**src/rtl/vgpr_retire_arbiter.sv**
```systemverilog
// Round-robin arbiter sharing the scoreboard retire port between per-requester retire FIFOs.
// Optional build macro VGPR_RETIRE_MERGE_EN fuses two adjacent single-word retires into one broadcast.
module vgpr_retire_arbiter #(
  parameter int NUM_REQ = 3,
  parameter int DEPTH   = 2,
  parameter int ADDR_W  = 10,
  parameter int WFID_W  = 6
) (
  input  logic                      clk,
  input  logic                      rst_n,
  input  logic [NUM_REQ-1:0]        req_valid,
  output logic [NUM_REQ-1:0]        req_ready,
  input  logic [NUM_REQ*WFID_W-1:0] req_wfid,
  input  logic [NUM_REQ*ADDR_W-1:0] req_addr,
  input  logic [NUM_REQ*4-1:0]      req_mask,
  output logic                      retired_valid,
  output logic [WFID_W-1:0]         retired_wfid,
  output logic [ADDR_W-1:0]         retired_operand_addr,
  output logic [3:0]                retired_operand_mask,
  output logic [NUM_REQ-1:0]        retired_src,
  output logic                      busy
);

  localparam int SEL_W = (NUM_REQ > 1) ? $clog2(NUM_REQ) : 1;
  localparam int PTR_W = $clog2(DEPTH);
  localparam int CNT_W = $clog2(DEPTH + 1);
  localparam logic [CNT_W-1:0] FULL_CNT = CNT_W'(DEPTH);
  localparam logic [SEL_W:0]   NREQ     = (SEL_W + 1)'(NUM_REQ);
  localparam logic [SEL_W-1:0] LAST_IDX = SEL_W'(NUM_REQ - 1);

  logic [NUM_REQ-1:0] w_nonempty;
  logic [NUM_REQ-1:0] w_grant;
  logic [WFID_W-1:0]  w_head_wfid [NUM_REQ];
  logic [ADDR_W-1:0]  w_head_addr [NUM_REQ];
  logic [3:0]         w_head_mask [NUM_REQ];
`ifdef VGPR_RETIRE_MERGE_EN
  logic [WFID_W-1:0]  w_sec_wfid [NUM_REQ];
  logic [ADDR_W-1:0]  w_sec_addr [NUM_REQ];
  logic [3:0]         w_sec_mask [NUM_REQ];
  logic [NUM_REQ-1:0] w_two;
`endif

  logic               w_found;
  logic               w_merge;
  logic [SEL_W-1:0]   w_gnt_idx;
  logic [SEL_W:0]     w_sum;
  logic [SEL_W-1:0]   w_cand;
  logic [WFID_W-1:0]  w_h_wfid;
  logic [ADDR_W-1:0]  w_h_addr;
  logic [3:0]         w_h_mask;

  logic [SEL_W-1:0]   r_rr_ptr;
  logic               r_valid;
  logic [WFID_W-1:0]  r_wfid;
  logic [ADDR_W-1:0]  r_addr;
  logic [3:0]         r_mask;
  logic [NUM_REQ-1:0] r_src;

  genvar gi;
  generate
    for (gi = 0; gi < NUM_REQ; gi++) begin : g_q
      logic [WFID_W-1:0] r_wfid_mem [DEPTH];
      logic [ADDR_W-1:0] r_addr_mem [DEPTH];
      logic [3:0]        r_mask_mem [DEPTH];
      logic [PTR_W-1:0]  r_rptr;
      logic [PTR_W-1:0]  r_wptr;
      logic [CNT_W-1:0]  r_count;
      logic              w_push;
      logic [1:0]        w_pop_cnt;

      // Zero-mask requests are handshaken but never stored.
      assign req_ready[gi]   = (r_count < FULL_CNT);
      assign w_push          = req_valid[gi] && req_ready[gi] && (req_mask[gi*4 +: 4] != 4'b0000);
      assign w_nonempty[gi]  = (r_count != '0);
      assign w_pop_cnt       = !w_grant[gi] ? 2'd0 : (w_merge ? 2'd2 : 2'd1);
      assign w_head_wfid[gi] = r_wfid_mem[r_rptr];
      assign w_head_addr[gi] = r_addr_mem[r_rptr];
      assign w_head_mask[gi] = r_mask_mem[r_rptr];

`ifdef VGPR_RETIRE_MERGE_EN
      logic [PTR_W-1:0] w_rptr_nxt;
      assign w_rptr_nxt     = r_rptr + PTR_W'(1);
      assign w_sec_wfid[gi] = r_wfid_mem[w_rptr_nxt];
      assign w_sec_addr[gi] = r_addr_mem[w_rptr_nxt];
      assign w_sec_mask[gi] = r_mask_mem[w_rptr_nxt];
      assign w_two[gi]      = (r_count >= CNT_W'(2));
`endif

      always_ff @(posedge clk) begin
        if (w_push) begin
          r_wfid_mem[r_wptr] <= req_wfid[gi*WFID_W +: WFID_W];
          r_addr_mem[r_wptr] <= req_addr[gi*ADDR_W +: ADDR_W];
          r_mask_mem[r_wptr] <= req_mask[gi*4 +: 4];
        end
      end

      always_ff @(posedge clk or negedge rst_n) begin
        if (!rst_n) begin
          r_rptr  <= '0;
          r_wptr  <= '0;
          r_count <= '0;
        end else begin
          r_wptr  <= r_wptr + PTR_W'(w_push);
          r_rptr  <= r_rptr + PTR_W'(w_pop_cnt);
          r_count <= r_count + CNT_W'(w_push) - CNT_W'(w_pop_cnt);
        end
      end
    end
  endgenerate

  // First non-empty queue at or after rr_ptr, wrapping modulo NUM_REQ.
  always_comb begin
    w_found   = 1'b0;
    w_gnt_idx = '0;
    w_sum     = '0;
    w_cand    = '0;
    for (int k = 0; k < NUM_REQ; k++) begin
      w_sum = {1'b0, r_rr_ptr} + (SEL_W + 1)'(k);
      if (w_sum >= NREQ) begin
        w_sum = w_sum - NREQ;
      end
      w_cand = w_sum[SEL_W-1:0];
      if (!w_found && w_nonempty[w_cand]) begin
        w_found   = 1'b1;
        w_gnt_idx = w_cand;
      end
    end
  end

  assign w_grant  = w_found ? (NUM_REQ'(1) << w_gnt_idx) : '0;
  assign w_h_wfid = w_head_wfid[w_gnt_idx];
  assign w_h_addr = w_head_addr[w_gnt_idx];
  assign w_h_mask = w_head_mask[w_gnt_idx];

`ifdef VGPR_RETIRE_MERGE_EN
  // Merge only strictly consecutive words of the same wavefront; no wrap at the top address.
  assign w_merge = w_found && w_two[w_gnt_idx]
                && (w_h_mask == 4'b0001) && (w_sec_mask[w_gnt_idx] == 4'b0001)
                && (w_sec_wfid[w_gnt_idx] == w_h_wfid)
                && (w_h_addr != {ADDR_W{1'b1}})
                && (w_sec_addr[w_gnt_idx] == w_h_addr + ADDR_W'(1));
`else
  assign w_merge = 1'b0;
`endif

  always_ff @(posedge clk or negedge rst_n) begin
    if (!rst_n) begin
      r_rr_ptr <= '0;
      r_valid  <= 1'b0;
      r_wfid   <= '0;
      r_addr   <= '0;
      r_mask   <= '0;
      r_src    <= '0;
    end else begin
      r_valid <= w_found;
      if (w_found) begin
        r_rr_ptr <= (w_gnt_idx == LAST_IDX) ? '0 : w_gnt_idx + SEL_W'(1);
        r_wfid   <= w_h_wfid;
        r_addr   <= w_h_addr;
        r_mask   <= w_merge ? 4'b0011 : w_h_mask;
        r_src    <= w_grant;
      end
    end
  end

  assign retired_valid        = r_valid;
  assign retired_wfid         = r_wfid;
  assign retired_operand_addr = r_addr;
  assign retired_operand_mask = r_mask;
  assign retired_src          = r_src;
  assign busy                 = (|w_nonempty) | r_valid;

endmodule

```
**config.mk**
```make
export PLATFORM = sky130hd
export DESIGN_NAME = vgpr_retire_arbiter
export DESIGN_NICKNAME = d
export VERILOG_FILES = /design/src/rtl/vgpr_retire_arbiter.sv
export SDC_FILE = /design/constraint.sdc
export NUM_CORES = 1
export LEC_CHECK = 0
export BUFFER_PORTS_ARGS = -buffer_cell sky130_fd_sc_hd__buf_2
export CAP_MARGIN = 20
export CORE_MARGIN = 5
export CORE_UTILIZATION = 62
export DETAILED_ROUTE_END_ITERATION = 8
export GPL_TIMING_DRIVEN = 0
export PLACE_DENSITY = 0.82
export SKIP_CTS_REPAIR_TIMING = 1
export SYNTH_ARGS = -nofsm -noshare
export SYNTH_HDL_FRONTEND = slang
export SYNTH_SLANG_ARGS = --single-unit
```
**constraint.sdc**
```tcl
create_clock -name clk -period 6.55 [get_ports clk]
set_input_delay 0.3275 -clock clk [delete_from_list [all_inputs] [get_ports clk]]
set_output_delay 0.3275 -clock clk [all_outputs]
set_load 0.1 [all_outputs]
```
---- Yosys cells after proc, flatten, opt, wreduce, memory -nomap -nowiden ----
Memory sizes are Yosys's and may differ from the RTL's.
Index checks and enable logic that the tools add are counted.
word-level totals
  memories kept ........................... 9
  RAM bits ................................ 120
  register bits after elaboration ......... 38
  output and inout bits ................... 28
memories
  memory             depth  bits a word  rd ports  clocked after Yosys merged registers in  write ports  line  RTL
  g_q[0].r_addr_mem  2      10           1         0                                        1            63    logic [ADDR_W-1:0] r_addr_mem [DEPTH];
  g_q[1].r_addr_mem  2      10           1         0                                        1            63
  g_q[2].r_addr_mem  2      10           1         0                                        1            63
  g_q[0].r_wfid_mem  2      6            1         0                                        1            62    logic [WFID_W-1:0] r_wfid_mem [DEPTH];
  g_q[1].r_wfid_mem  2      6            1         0                                        1            62
  g_q[2].r_wfid_mem  2      6            1         0                                        1            62
  +3 memories        n/a    n/a          n/a       n/a                                      n/a          n/a
operators by class
  equality and inequality tests ........... 1
  reductions and logical operators ........ 17
  add/sub/neg operators ................... 18
  muxes and demuxes ....................... 35
  shift-type cells ........................ 1
  bitwise gates (word level) .............. 2
  order comparisons ....................... 10
operators by type and width
  cell                 count
  $bmux 10 s2          1
  $mux 10              2
  $mux 1               15
  $mux 2               7
  $bmux 6 s2           1
  $mux 6               2
  $reduce_bool 4->1    3
  $lt 2x3->1 const B   3
  $bmux 4 s2           1
  $logic_and 1x1->1    8
  $mux 4               2
  $add 1x1->1          6
  $add 2x1->2          3
  $bmux 1 s2           3
  $ge 3x2->1 const B   2
  $lt 2x2->1 const B   3
  $reduce_bool 2->1    3
  $sub 2x1->2          3
  $sub 2x2->2 const B  3
  $add 2x1->3 const B  1
  $add 2x2->3 const B  1
  $ge 3x3->1 const B   1
  $mux 3               1
  $not 2->3            1
  other kinds (7)      8

---- Longest topological paths before layout ----
  word-level depth ........................ 15
  mapped depth ............................ 13
  mapped depth without buffers ............ 12

---- Least setup slack after synthesis ----
Ideal clock, no wire load.
  kind .................................... register to register
  start ................................... register r_rr_ptr[0]
  end ..................................... register g_q[0].r_count[1]
  clock period less this slack ............ 2.375 ns
  data required time ...................... 6.470 ns
  arrival time ............................ 2.295 ns
  stages on the path, launching flop included .. 11
  setup slack ............................. 4.175 ns
  cells stage by stage .................... dfrtp_1 > inv_1 > ha_1 > buf_2 > or4_1 > a22oi_2 > ha_1 > inv_1 > ha_1 > xnor2_1 > xnor2_1
between the ends
  cells in the longest elaborated chain, start to end .. 15
RTL lines
  item                                                  line  RTL
  from (decl)                                           52    logic [SEL_W-1:0] r_rr_ptr;
  from (signal assigned)                                157   r_rr_ptr <= (w_gnt_idx == LAST_IDX) ? '0 : w_gnt_idx + SEL_W'(1);
  branches (longest 12 deep; another with $add 2x1->3)  n/a
  $mux 3 (*)                                            130   assign w_grant = w_found ? (NUM_REQ'(1) << w_gnt_idx) : '0;
  $mux 1 (*)                                            75    assign w_pop_cnt = !w_grant[gi] ? 2'd0 : (w_merge ? 2'd2 : 2'd1);
  net g_q[0].w_pop_cnt[0]                               69    logic [1:0] w_pop_cnt;
  $sub 2x1->2 (*)                                       105   r_count <= r_count + CNT_W'(w_push) - CNT_W'(w_pop_cnt);
  to (signal assigned)                                  105
  to (decl)                                             67    logic [CNT_W-1:0] r_count;
Mark *: on every way through the listed nets, which the timed path passes. The select of a mux whose other input is x is not followed.
A chain may end at the register's enable or synchronous reset.

---- Final worst setup path ----
  start ................................... register r_rr_ptr[0]
  end ..................................... register g_q[2].r_count[1]
between the ends
  cells in the longest elaborated chain, start to end .. 15
RTL lines
  item                                                  line
  branches (longest 12 deep; another with $add 2x1->3)  n/a
  $mux 3 (*)                                            130
  $mux 1 (*)                                            75
  net g_q[2].w_pop_cnt[0]                               69
  $sub 2x1->2 (*)                                       105
  to (signal assigned)                                  105
  to (decl)                                             67
Marks and branches as above.

==> results.cfg <==
[final_layout]
fill_cells = 707
final_nets = 661
post_route_cells_drive_above_1_share = 0.352
multi_input_area_sq_um = 2140
synthToLayoutAreaGrowth_pct = 17.5
layoutNonFillerInstCount = 734
diodes = 0
regArea_sq_um = 4550

[clocking]
cts.path.max_buffers = 2
cts_made_buffers = 17
cts_htree_levels = 4
clk_pin_slew_ns = 0.06
cts_tree = done
numClockSinks = 158
cts_root_buf = clkbuf_16
clock_latency_ns = 0.42

[die]
coreArea_sq_um = 10900
io_pins = 93
std_cell_rows = 38
die_w_um = 116
die-height_um = 116
initial_utilization = 0.636
die_area_sq_um = 13400

[logic_synthesis]
syn_nets = 550
synth.distinct_cells = 46
synth_ff_type = edfxtp_1
synth_edf_count = 120
seq_area_frac_synth = 0.655
ys_ff_latch = 158
yosys-top-cells-area = edfxtp_1 (52%), dfrtp_1 (14%), mux2_2 (6.6%), a2bb2oi_2 (4.1%), a222oi_1 (2.9%)
synthCells = 470
async_flop_share = 0.241
postSynthAreaPerCell_sq_um = 14.8
yosys_warnings = 0
synth_top_area_frac = 0.518
synth_top_area_cell = edfxtp_1
syn-cell-area_sq_um = 6950

[critical_path]
reg2reg_depth = 12
worstSetupPathType = flip-flop to flip-flop
cp-start-kind = flip-flop
end_kind = flip-flop
critPathArrivalTime_ns = 3.12
critPathMaxFanout = 4
crit_required_ns = 6.88

[sta]
fmax_mhz = 359
period_share = 0.426
skew_ns = 0.00578
finalSetupTns_ns = 0
hold_violations = 0
rsz0062_at_grt = false
relSlewSlack = 0.310
slew_violations = 0
period_minus_slack_ns = 2.79
setup_viol = 0
tightest_slew_ns = 1.04

[placement]
dp_hpwl_um = 10300
place_inst = 702
port_buffers = 92
finalWeightedCongestion = 0.882

[global_routing]
grt_max_degree = 39
grt_usage = 0.232
antenna_found_initial = 0
grt_pass1_vias = 4553
overflow = 0
grt_pass1_wl_um = 23100

[detailed_routing]
via_per_inst = 6.00
routed_wl_um = 14500
ant_nets = 0
drt_pass1_iterations = 7
drtIter0Drc = 546
wire_per_inst_um = 19.8
via_count = 4401
drc_errors = 0

[worst_hold_path]
hp-class = primary input to async pin

[outcome]
status = finished clean

[run]
drv_cap = 0
cell usage after synthesis, drive strengths merged, types with 2 or more instances:
library cell  number
xnor2              7
a2bb2oi           20
a21oi             24
buf               19
nand2             43
nand3              4
a211oi             3
clkbuf            12
mux2              41
a222oi            20
ha                15
edfxtp           120
o21ai             27
a31oi              2
a21o               3
xor2               2
inv               23
nor2               4
dfrtp             38
mux2i             20
or4                5
o21bai             2
nor3               3
final cells by class:
cell class / instances / share of cell area
Clock inverter: 11 / 0.0175
Multi-Input combinational cell: 258 / 0.262
Sequential cell: 158 / 0.557
Clock buffer: 21 / 0.0539
Tap cell: 140 / 0.0214
Timing Repair Buffer: 92 / 0.0564
Buffer: 31 / 0.0207
Inverter: 23 / 0.0106
worst max-delay path: stages (launching register included):
cell,delay [ns]
dfrtp_1,0.38
inv_1,0.08
ha_1,0.35
o21ai_1,0.10
a21oi_1,0.31
nor2_1,0.10
a31oi_1,0.39
inv_1,0.14
ha_1,0.30
inv_1,0.04
ha_1,0.19
xnor2_1,0.20
xnor2_1,0.14
stage by stage:
| step | setup WS, ns | area, sq um | hold WS [ns] | utilization |
|---|---|---|---|---|
| finish | 3.76 | 8170 | 0.0346 | 0.747 |
| floorplan | 4.17 | 6950 | 0.0319 | - |
| CTS | 3.78 | 8170 | 0.0652 | 0.747 |
| detailed placement | 3.85 | 7590 | 0.491 | 0.694 |
| global placement | 3.91 | 7590 | 0.470 | 0.694 |
| global route | 3.58 | 8170 | 0.0796 | 0.747 |
layer usage:
| layer | part of all wire | routed length (um) | GRT usage | vias to the layer above |
|---|---|---|---|---|
| li1 | - | - | - | 2022 |
| met1 | 0.39 | 5630 | 0.283 | 2195 |
| met2 | 0.53 | 7760 | 0.409 | 162 |
| met3 | 0.060 | 865 | 0.0574 | 22 |
| met4 | 0.019 | 274 | 0.0727 | 0 |
| met5 | 0 | 0 | 0 | - |
cell families after synthesis:
group,after synthesis,share of synthesized area
buf+inv,54,0.0367
compound gates,110,0.133
simple gates,63,0.0416
flops,158,0.655
fa+ha+maj,15,0.0270
xor+xnor,9,0.0113
mux,61,0.0952
placed cells by master, fill, tap and decap left out, drive strengths merged, types with 4 or more instances in the layout:
cell,synthesis,final
edfxtp,120,120
a21oi,24,24
o21ai,27,27
xnor2,7,7
or4,5,5
inv,23,23
nor2,4,4
clkinv,0,6
clkbuf,12,33
a222oi,20,20
dfrtp,38,38
mux2,41,41
buf,19,111
mux2i,20,20
a2bb2oi,20,20
ha,15,15
nand3,4,4
nand2,43,43
registers in the layout, summed over array words and instances, names as in the netlist:
name,count
g_q.r_addr_mem,60
g_q.r_count,6
g_q.r_mask_mem,24
g_q.r_rptr,3
g_q.r_wfid_mem,36
g_q.r_wptr,3
r_rr_ptr,2
retired_operand_addr,10
retired_operand_mask,4
retired_src,3
retired_valid,1
retired_wfid,6
path summary, 6_finish.rpt:
path	start	slack, ns	to
max in group asynchronous	rst_n	5.94	g_q[1].r_count[0]
worst min-delay path	rst_n	0.03	g_q[2].r_wptr
min in group clk	req_addr[12]	0.10	g_q[1].r_addr_mem[0][2]
worst max-delay path	r_rr_ptr[0]	3.76	g_q[2].r_count[1]
worst max register to register	r_rr_ptr[0]	3.76	g_q[2].r_count[1]
worst min register to register	retired_src[1]	0.49	retired_src[1]
Power is not shown: default switching activity piles up to over one toggle a cycle in this logic, so the estimate is an artifact.
